--- src/rtl/tank_shell.sv ---
// tank_shell: single-shell launcher for a tank game.
// Spawns a shell at the muzzle, flies it, scores hits, then cools down.
module tank_shell #(
   parameter logic [7:0] FIRE_KEY   = 8'h2C,
   parameter int         SHELL_STEP = 4,
   parameter int         SHELL_SIZE = 2,
   parameter int         MUZZLE     = 16,
   parameter int         COOLDOWN   = 30,
   parameter int         X_MAX      = 639,
   parameter int         Y_MAX      = 479
) (
   input  logic       frame_clk,
   input  logic       Reset,
   input  logic [7:0] keycode,
   input  logic [9:0] TankX,
   input  logic [9:0] TankY,
   input  logic [2:0] rotation,
   input  logic [9:0] EnemyX,
   input  logic [9:0] EnemyY,
   input  logic [9:0] EnemySx,
   input  logic [9:0] EnemySy,
   input  logic       enemy_field,
   input  logic       game_over,
   output logic [9:0] ShellX,
   output logic [9:0] ShellY,
   output logic       shell_active,
   output logic       shotHit,
   output logic [3:0] score
);

   typedef enum logic [1:0] {
      S_IDLE,
      S_FLIGHT,
      S_HIT,
      S_COOL
   } state_t;

   localparam int CW = (COOLDOWN > 1) ? $clog2(COOLDOWN) : 1;
   localparam logic [CW-1:0] CNT_INIT = CW'(COOLDOWN - 1);

   localparam logic signed [10:0] MUZ  = 11'(MUZZLE);
   localparam logic signed [10:0] STEP = 11'(SHELL_STEP);
   localparam logic signed [10:0] LO   = 11'(SHELL_SIZE);
   localparam logic signed [10:0] XHI  = 11'(X_MAX - SHELL_SIZE);
   localparam logic signed [10:0] YHI  = 11'(Y_MAX - SHELL_SIZE);
   localparam logic [11:0]        SZ12 = 12'(SHELL_SIZE);

   state_t          state_q, state_d;
   logic [7:0]      key_prev_q;
   logic [9:0]      sx_q, sx_d;
   logic [9:0]      sy_q, sy_d;
   logic            act_q, act_d;
   logic            hit_q, hit_d;
   logic [3:0]      score_q, score_d;
   logic [CW-1:0]   cnt_q, cnt_d;
   logic [1:0]      dir_q, dir_d;

   logic            fire;
   logic signed [10:0] tx, ty, spx, spy;
   logic            rot_ok, spawn_ok;
   logic signed [10:0] cx, cy, nx, ny;
   logic            next_in;
   logic signed [10:0] dx, dy;
   logic [10:0]     adx, ady;
   logic [11:0]     limx, limy;
   logic            hit;

   assign fire = (keycode == FIRE_KEY) && (key_prev_q != FIRE_KEY);

   // Muzzle position for the current tank pose and its validity.
   always_comb begin
      tx     = signed'({1'b0, TankX});
      ty     = signed'({1'b0, TankY});
      spx    = tx;
      spy    = ty;
      rot_ok = 1'b1;
      case (rotation)
         3'b000:  spx = tx + MUZ;
         3'b001:  spx = tx - MUZ;
         3'b010:  spy = ty + MUZ;
         3'b011:  spy = ty - MUZ;
         default: rot_ok = 1'b0;
      endcase
      spawn_ok = rot_ok
               && (spx >= LO) && (spx <= XHI)
               && (spy >= LO) && (spy <= YHI);
   end

   // Overlap test on the current shell and its next step on the latched axis.
   always_comb begin
      cx   = signed'({1'b0, sx_q});
      cy   = signed'({1'b0, sy_q});
      dx   = cx - signed'({1'b0, EnemyX});
      dy   = cy - signed'({1'b0, EnemyY});
      adx  = dx[10] ? (~dx + 11'sd1) : dx;
      ady  = dy[10] ? (~dy + 11'sd1) : dy;
      limx = {2'b00, EnemySx} + SZ12;
      limy = {2'b00, EnemySy} + SZ12;
      hit  = ({1'b0, adx} <= limx) && ({1'b0, ady} <= limy);
      nx   = cx;
      ny   = cy;
      case (dir_q)
         2'b00:   nx = cx + STEP;
         2'b01:   nx = cx - STEP;
         2'b10:   ny = cy + STEP;
         default: ny = cy - STEP;
      endcase
      next_in = (nx >= LO) && (nx <= XHI)
              && (ny >= LO) && (ny <= YHI);
   end

   // Next-state and registered-output values.
   always_comb begin
      state_d = state_q;
      sx_d    = sx_q;
      sy_d    = sy_q;
      act_d   = act_q;
      hit_d   = 1'b0;
      score_d = score_q;
      cnt_d   = cnt_q;
      dir_d   = dir_q;
      if (game_over) begin
         state_d = S_IDLE;
         act_d   = 1'b0;
         cnt_d   = '0;
      end else begin
         case (state_q)
            S_IDLE: begin
               if (fire && spawn_ok) begin
                  state_d = S_FLIGHT;
                  sx_d    = spx[9:0];
                  sy_d    = spy[9:0];
                  act_d   = 1'b1;
                  dir_d   = rotation[1:0];
               end
            end
            S_FLIGHT: begin
               if (hit) begin
                  act_d = 1'b0;
                  if (enemy_field) begin
                     state_d = S_COOL;
                     cnt_d   = CNT_INIT;
                  end else begin
                     state_d = S_HIT;
                     hit_d   = 1'b1;
                     if (score_q != 4'hF) score_d = score_q + 4'd1;
                  end
               end else if (next_in) begin
                  sx_d = nx[9:0];
                  sy_d = ny[9:0];
               end else begin
                  act_d   = 1'b0;
                  state_d = S_COOL;
                  cnt_d   = CNT_INIT;
               end
            end
            S_HIT: begin
               state_d = S_COOL;
               cnt_d   = CNT_INIT;
            end
            default: begin
               if (cnt_q == '0) state_d = S_IDLE;
               else cnt_d = cnt_q - CW'(1);
            end
         endcase
      end
   end

   // State and output registers; the key history updates every frame.
   always_ff @(posedge frame_clk) begin
      if (Reset) begin
         state_q    <= S_IDLE;
         key_prev_q <= '0;
         sx_q       <= '0;
         sy_q       <= '0;
         act_q      <= 1'b0;
         hit_q      <= 1'b0;
         score_q    <= '0;
         cnt_q      <= '0;
         dir_q      <= '0;
      end else begin
         state_q    <= state_d;
         key_prev_q <= keycode;
         sx_q       <= sx_d;
         sy_q       <= sy_d;
         act_q      <= act_d;
         hit_q      <= hit_d;
         score_q    <= score_d;
         cnt_q      <= cnt_d;
         dir_q      <= dir_d;
      end
   end

   assign ShellX       = sx_q;
   assign ShellY       = sy_q;
   assign shell_active = act_q;
   assign shotHit      = hit_q;
   assign score        = score_q;

endmodule
--- config.mk ---
export PLATFORM = sky130hd
export DESIGN_NAME = tank_shell
export DESIGN_NICKNAME = d
export VERILOG_FILES = /design/src/rtl/tank_shell.sv
export SDC_FILE = /design/constraint.sdc
export NUM_CORES = 1
export LEC_CHECK = 0
export CORE_MARGIN = 3
export CORE_UTILIZATION = 55
export CTS_CLUSTER_SIZE = 14
export DETAILED_ROUTE_END_ITERATION = 8
export PLACE_DENSITY = 0.82
export RECOVER_POWER = 50
export REMOVE_ABC_BUFFERS = 1
export SETUP_SLACK_MARGIN = 0.05
export SYNTH_ARGS = -nofsm -noshare
export SYNTH_HDL_FRONTEND = slang
export SYNTH_SLANG_ARGS = --single-unit
--- constraint.sdc ---
create_clock -name frame_clk -period 6 [get_ports frame_clk]
set_clock_uncertainty 0.1 [all_clocks]
set_input_delay 0.6 -clock frame_clk [delete_from_list [all_inputs] [get_ports frame_clk]]
set_output_delay 0.6 -clock frame_clk [all_outputs]
set_load 0.05 [all_outputs]
==> results_dict.tcl, run 1 <==
set metrics [dict create \
    grt_pass1_wl_um 26100 \
    n_fill_cell 890 \
    syn_area_per_cell_um2 7.77 \
    n_antenna_cell 0 \
    required_ns 6.10 \
    status "completed" \
    nets 1008 \
    setup_violations 0 \
    drive_above_1_share 0.0682 \
    grt_max_degree 32 \
    cap_violations 0 \
    dieArea_um2 12000 \
    path_max_fanout 14 \
    slew_violations 0 \
    coreArea_um2 10400 \
    hp-class "reg -> reg" \
    synth_cell_types 84 \
    holdWs_ns 0.415 \
    critPathLaunchType "input pin" \
    drt_wl_total_um 15800 \
    ant_nets 0 \
    peakVddDrop_uv 146 \
    arrival_ns 5.54 \
    die_h_um 109 \
    leakage_nw 3.01 \
    root_buffer "clkbuf_8" \
    cp-end-kind "register" \
    clock_sinks 43 \
    drtIter0Drc 426 \
    wl_per_cell_um 16.0 \
    synth_edf_count 0 \
    hold_depth 1 \
    max-slew-margin-rel 0.0436 \
    overflow 0 \
    rows 37 \
    synthArstFlopShare 0 \
    drt_first_pass_iters 6 \
    insertion_delay_ns 0.31 \
    fin_crit_sh 0.907 \
    fmax_mhz 184 \
    ys_ff_latch 43 \
    synthesis.instances 758 \
    seqPwrFrac 0.386 \
    clockPowerShare 0.256 \
    finalCriticalPeriod_ns 5.44 \
    wl_met3_um 917 \
    start_util 0.568 \
    rsz0062_at_grt "false" \
    setup_tns_ns 0 \
    clk_pin_slew_ns 0.09 \
    synth-main-ff-cell "dfxtp_1" \
    tightestPinTransition_ns 1.43 \
    cell_internal_pwr_w 0.000502 \
    antenna_found_initial 0 \
    highest_layer "met4" \
    wirelength_met1_um 6770 \
    ctsLongestPathBuffers 2 \
    rrSetupSlack_ns 0.93 \
    p_sw_frac 0.329 \
    worstSetupPathType "in -> reg" \
    htree_levels 2 \
    cts_buffers 5 \
    dp.final_hpwl_um 12900 \
    met2_length_um 7780 \
    first_global_vias 5841 \
    yosysSeqAreaShare 0.146 \
    p_comb_frac 0.358 \
    die_w_um 109 \
    netlist_area_um2 5890 \
    portBuffers 100 \
    synthToLayoutAreaGrowth_pct 20.5 \
    yosys_warnings 0 \
    powerDensity_nw_per_um2 106 \
    power.switching_w 0.000247 \
    drt-vias-per-instance 6.11 \
    io_pins 101 \
    drc 0 \
    num_vias 6028 \
    hold_violations 0 \
    worstRegToRegCells 24 \
    globalplace.congestion 0.932 \
    cts_tree "built" \
    grtUsageTotal 0.262 \
]
[synthesized netlist by cell type, drive strengths merged, types with 11 or more instances]
cell type	count	share of area
nor2b	23	0.024
nor2	53	0.035
a211oi	18	0.027
mux2i	16	0.027
inv	46	0.029
nor3	27	0.025
a31oi	11	0.014
o31ai	16	0.024
xor2	19	0.028
buf	12	0.014
a21oi	47	0.041
nand2	59	0.038
xnor2	38	0.057
clkbuf	11	0.0072
or2	13	0.014
dfxtp	43	0.15
nand4	21	0.022
a21o	19	0.024
ha	77	0.16
o21ai	49	0.042
nand3	27	0.023
[final timing paths]
check / endpoint / from
setup reg to reg: ShellX[3] / ShellX[0]
hold reg to reg: shell_active / shell_active
setup / recovery: ShellX[3] / EnemyX[0]
hold / removal: shell_active / shell_active
[flip-flops by register name, indices dropped and copies added (netlist names)]
signal and cells:
ShellX 10, ShellY 10, cnt_q 5, dir_q 2, key_prev_q 8, score 4
shell_active 1, shotHit 1, state_q 2
[timing repair]
item                                    4_1_cts  5_1_grt
gates resized for setup                       0        3
buffers inserted                              0        0
endpoints found under the setup margin        0        9
hold buffers                                  0        0
[logic make-up (layout without fill, tap and decap cells)]
kind of cell,after synthesis,count (layout),share of synthesized area
mux,18,18,0.0317
xor+xnor,57,57,0.0848
fa+ha+maj,83,83,0.184
simple gates,285,285,0.261
buf+inv,70,163,0.0510
flops,43,43,0.146
compound gates,202,202,0.241
[cells in the final DEF, fill, tap and decap left out, types with 27 or more instances in the layout]
cell              n
inv_1            46
dfxtp_1          43
nand3_1          27
nand2_1          59
a21oi_1          45
o21ai_0          46
ha_1             77
clkdlybuf4s50_1  73
dlygate4sd3_1    27
xnor2_1          38
nor2_1           51
[power by group through the flow]
stage / registers, W / clock network [W] / logic [W]
3_3_place_gp: 0.000296 / 0 / 0.000254
6_report: 0.000289 / 0.000192 / 0.000268
5_1_grt: 0.000289 / 0.000205 / 0.000299
4_1_cts: 0.000289 / 0.000194 / 0.000267
2_1_floorplan: 0.000295 / 0 / 0.000162
3_5_place_dp: 0.000296 / 0 / 0.000265
[worst max-delay path, cell delays in order]
cell and delay (ns):
clkdlybuf4s50_1 0.46, ha_1 0.16, inv_1 0.05, fa_1 0.40, a21o_1 0.19, a21oi_1 0.22, nor2b_1 0.07, o21ai_0 0.19
a21oi_1 0.14, a21o_1 0.20, a21oi_1 0.14, buf_4 0.18, nand2_1 0.07, o21ai_0 0.08, ha_1 0.27, nor2b_1 0.13
o21ai_0 0.14, a21oi_1 0.10, a2111oi_1 0.43, a21oi_1 0.24, or2_2 0.40, a31oi_4 0.27, nor2_4 0.13, a211oi_1 0.25
[cell type report]
class,instances,area [um^2],area share
Sequential cell,43,861,0.121
Inverter,47,176,0.0249
Tap cell,136,170,0.0240
Clock inverter,3,23.8,0.00335
Clock buffer,5,68.8,0.00970
Multi-Input combinational cell,645,4740,0.668
Timing Repair Buffer,108,1060,0.149
[stage by stage]
stage	util	instances	setup slack [ns]	instance area (um^2)	power, W
after detailed placement	0.674	979	0.145	6990	0.000560
after global routing	0.684	987	0.0661	7090	0.000793
final	0.684	987	0.557	7090	0.000749
after global placement	0.674	979	0.411	6990	0.000549
after CTS	0.683	987	0.463	7090	0.000750
after floorplan	-	735	1.10	5760	0.000457
[layer usage]
metal  vias up  track usage
met3        29       0.0276
met4         0       0.0855
met1      2804        0.322
met2       209        0.476
met5         -            0
li1       2986            -
Note: power is estimated with default switching activity, not from simulation.
==> run 2: changes to the inputs <==
--- a/config.mk
+++ b/config.mk
@@ -5,11 +5,13 @@
 export SDC_FILE = /design/constraint.sdc
 export NUM_CORES = 1
 export LEC_CHECK = 0
+export ABC_AREA = 0
 export CORE_MARGIN = 3
-export CORE_UTILIZATION = 55
+export CORE_UTILIZATION = 56
+export CTS_BUF_LIST = sky130_fd_sc_hd__clkbuf_8
 export CTS_CLUSTER_SIZE = 14
 export DETAILED_ROUTE_END_ITERATION = 8
-export PLACE_DENSITY = 0.82
+export PLACE_DENSITY = 0.84
 export RECOVER_POWER = 50
 export REMOVE_ABC_BUFFERS = 1
 export SETUP_SLACK_MARGIN = 0.05
==> run 2 against run 1 <==
  * Cell count decreased by 0.41%
  * Highest routed layer unchanged
  * Setup slack got worse by 0.14 ns
  * Maximum frequency decreased by 2.5%
  * Global-route usage about the same
==> results_dict.tcl, run 2 (synthesis results as in run 1) <==
set metrics [dict create \
    powerDensity_nw_per_um2 111 \
    setup_violations 0 \
    arrival_ns 5.69 \
    fin_crit_sh 0.931 \
    hold_violations 0 \
    rows 36 \
    cts_buffers 5 \
    peakVddDrop_uv 113 \
    coreArea_um2 10000 \
    dieArea_um2 11800 \
    grt_pass1_wl_um 26000 \
    grtUsageTotal 0.262 \
    dp.final_hpwl_um 12500 \
    drt_first_pass_iters 5 \
    die_w_um 109 \
    tightestPinTransition_ns 1.45 \
    portBuffers 100 \
    start_util 0.589 \
    drtIter0Drc 565 \
    clock_sinks 43 \
    required_ns 6.11 \
    n_antenna_cell 0 \
    cap_violations 0 \
    status "completed" \
    drive_above_1_share 0.0659 \
    drc 0 \
    globalplace.congestion 0.944 \
    ctsLongestPathBuffers 2 \
    drt_wl_total_um 15800 \
    fin_total_pwr_w 0.000787 \
    setup_tns_ns 0 \
    wl_per_cell_um 16.0 \
    cp-end-kind "register" \
    io_pins 101 \
    path_max_fanout 11 \
    rrSetupSlack_ns 0.76 \
    slew_violations 0 \
    finalCriticalPeriod_ns 5.58 \
    ant_nets 0 \
    max-slew-margin-rel 0.0343 \
    clk_pin_slew_ns 0.09 \
    fmax_mhz 179 \
    htree_levels 2 \
    leakage_nw 3.01 \
    cts_setup_buffers 0 \
    root_buffer "clkbuf_8" \
    dp.cells 975 \
    grt_max_degree 32 \
    drt-vias-per-instance 6.17 \
    layout_commonest_cell "ha_1" \
    n_fill_cell 819 \
    first_global_vias 5705 \
    critPathLaunchType "input pin" \
    nets 1007 \
    hp-class "reg -> reg" \
    final_cell_mix "77 x ha_1, 73 x clkdlybuf4s50_1, 59 x nand2_1, 51 x nor2_1" \
    stdcell_area_um2 7100 \
    num_vias 6064 \
    final_cell_count_no_fill 983 \
    overflow 0 \
    worstSetupPathType "in -> reg" \
    antenna_found_initial 0 \
    ctsHoldBuffers 0 \
    rsz0062_at_grt "false" \
    die_h_um 109 \
    synthToLayoutAreaGrowth_pct 20.6 \
    cts_tree "built" \
    insertion_delay_ns 0.30 \
    postPlaceCellArea_um2 6980 \
]
## run 2: repair_timing
item / in CTS / in global routing
endpoints found under the setup margin: 0 / 1
gates resized for setup: 0 / 1
hold endpoints to repair: 0 / 0
## run 2: final cells by class
cell class | count | area (um^2) | area share
clock buffers | 5 | 68.8 | 0.00970
clock inverters | 3 | 43.8 | 0.00617
inverters | 47 | 176 | 0.0249
multi-input cells | 645 | 4730 | 0.667
flip-flops and latches | 43 | 861 | 0.121
well taps | 133 | 166 | 0.0234
repair buffers | 107 | 1050 | 0.148
## run 2: path summary, 6_finish.rpt
path / start / endpoint / cells after the start
hold reg to reg: shell_active / shell_active / 1
setup reg to reg: ShellY[1] / ShellY[3] / 20
setup / recovery: EnemyY[0] / ShellY[3] / 24
hold / removal: shell_active / shell_active / 1
## run 2: critical path, cell delays in order
cell	delay, ns
clkdlybuf4s50_1	0.49
ha_1	0.17
inv_1	0.05
fa_1	0.41
a21o_1	0.17
a21oi_1	0.21
nor2b_1	0.08
o21ai_0	0.20
a21oi_1	0.13
a21o_1	0.20
a21oi_1	0.14
buf_4	0.18
nand2_1	0.08
xnor2_1	0.15
ha_1	0.32
a211oi_1	0.08
o21ai_0	0.20
o211ai_1	0.16
a31oi_1	0.56
nor2_1	0.22
o31ai_4	0.37
buf_4	0.22
a31oi_1	0.09
a211oi_1	0.21
## run 2: where the power goes
part	switching (W)	internal, W
Clock	0.000104	0.000124
Combinational	0.000139	0.000131
Sequential	0.000000811	0.000288
Total	0.000244	0.000544
## run 2: per-stage QoR
stage                util  setup slack (ns)  hold slack [ns]
floorplan               -              1.10            0.362
global placement    0.698             0.394            0.381
detailed placement  0.698             0.233            0.399
CTS                 0.710             0.528            0.415
global route        0.710            0.0722            0.427
finish              0.710             0.416            0.416
## run 2: routing by layer
metal / vias to the layer above / GRT usage / share of wire
met5: - / 0 / 0
met1: 2818 / 0.337 / 0.43
li1: 2984 / - / -
met2: 234 / 0.468 / 0.49
met3: 28 / 0.0227 / 0.057
met4: 0 / 0.0712 / 0.022
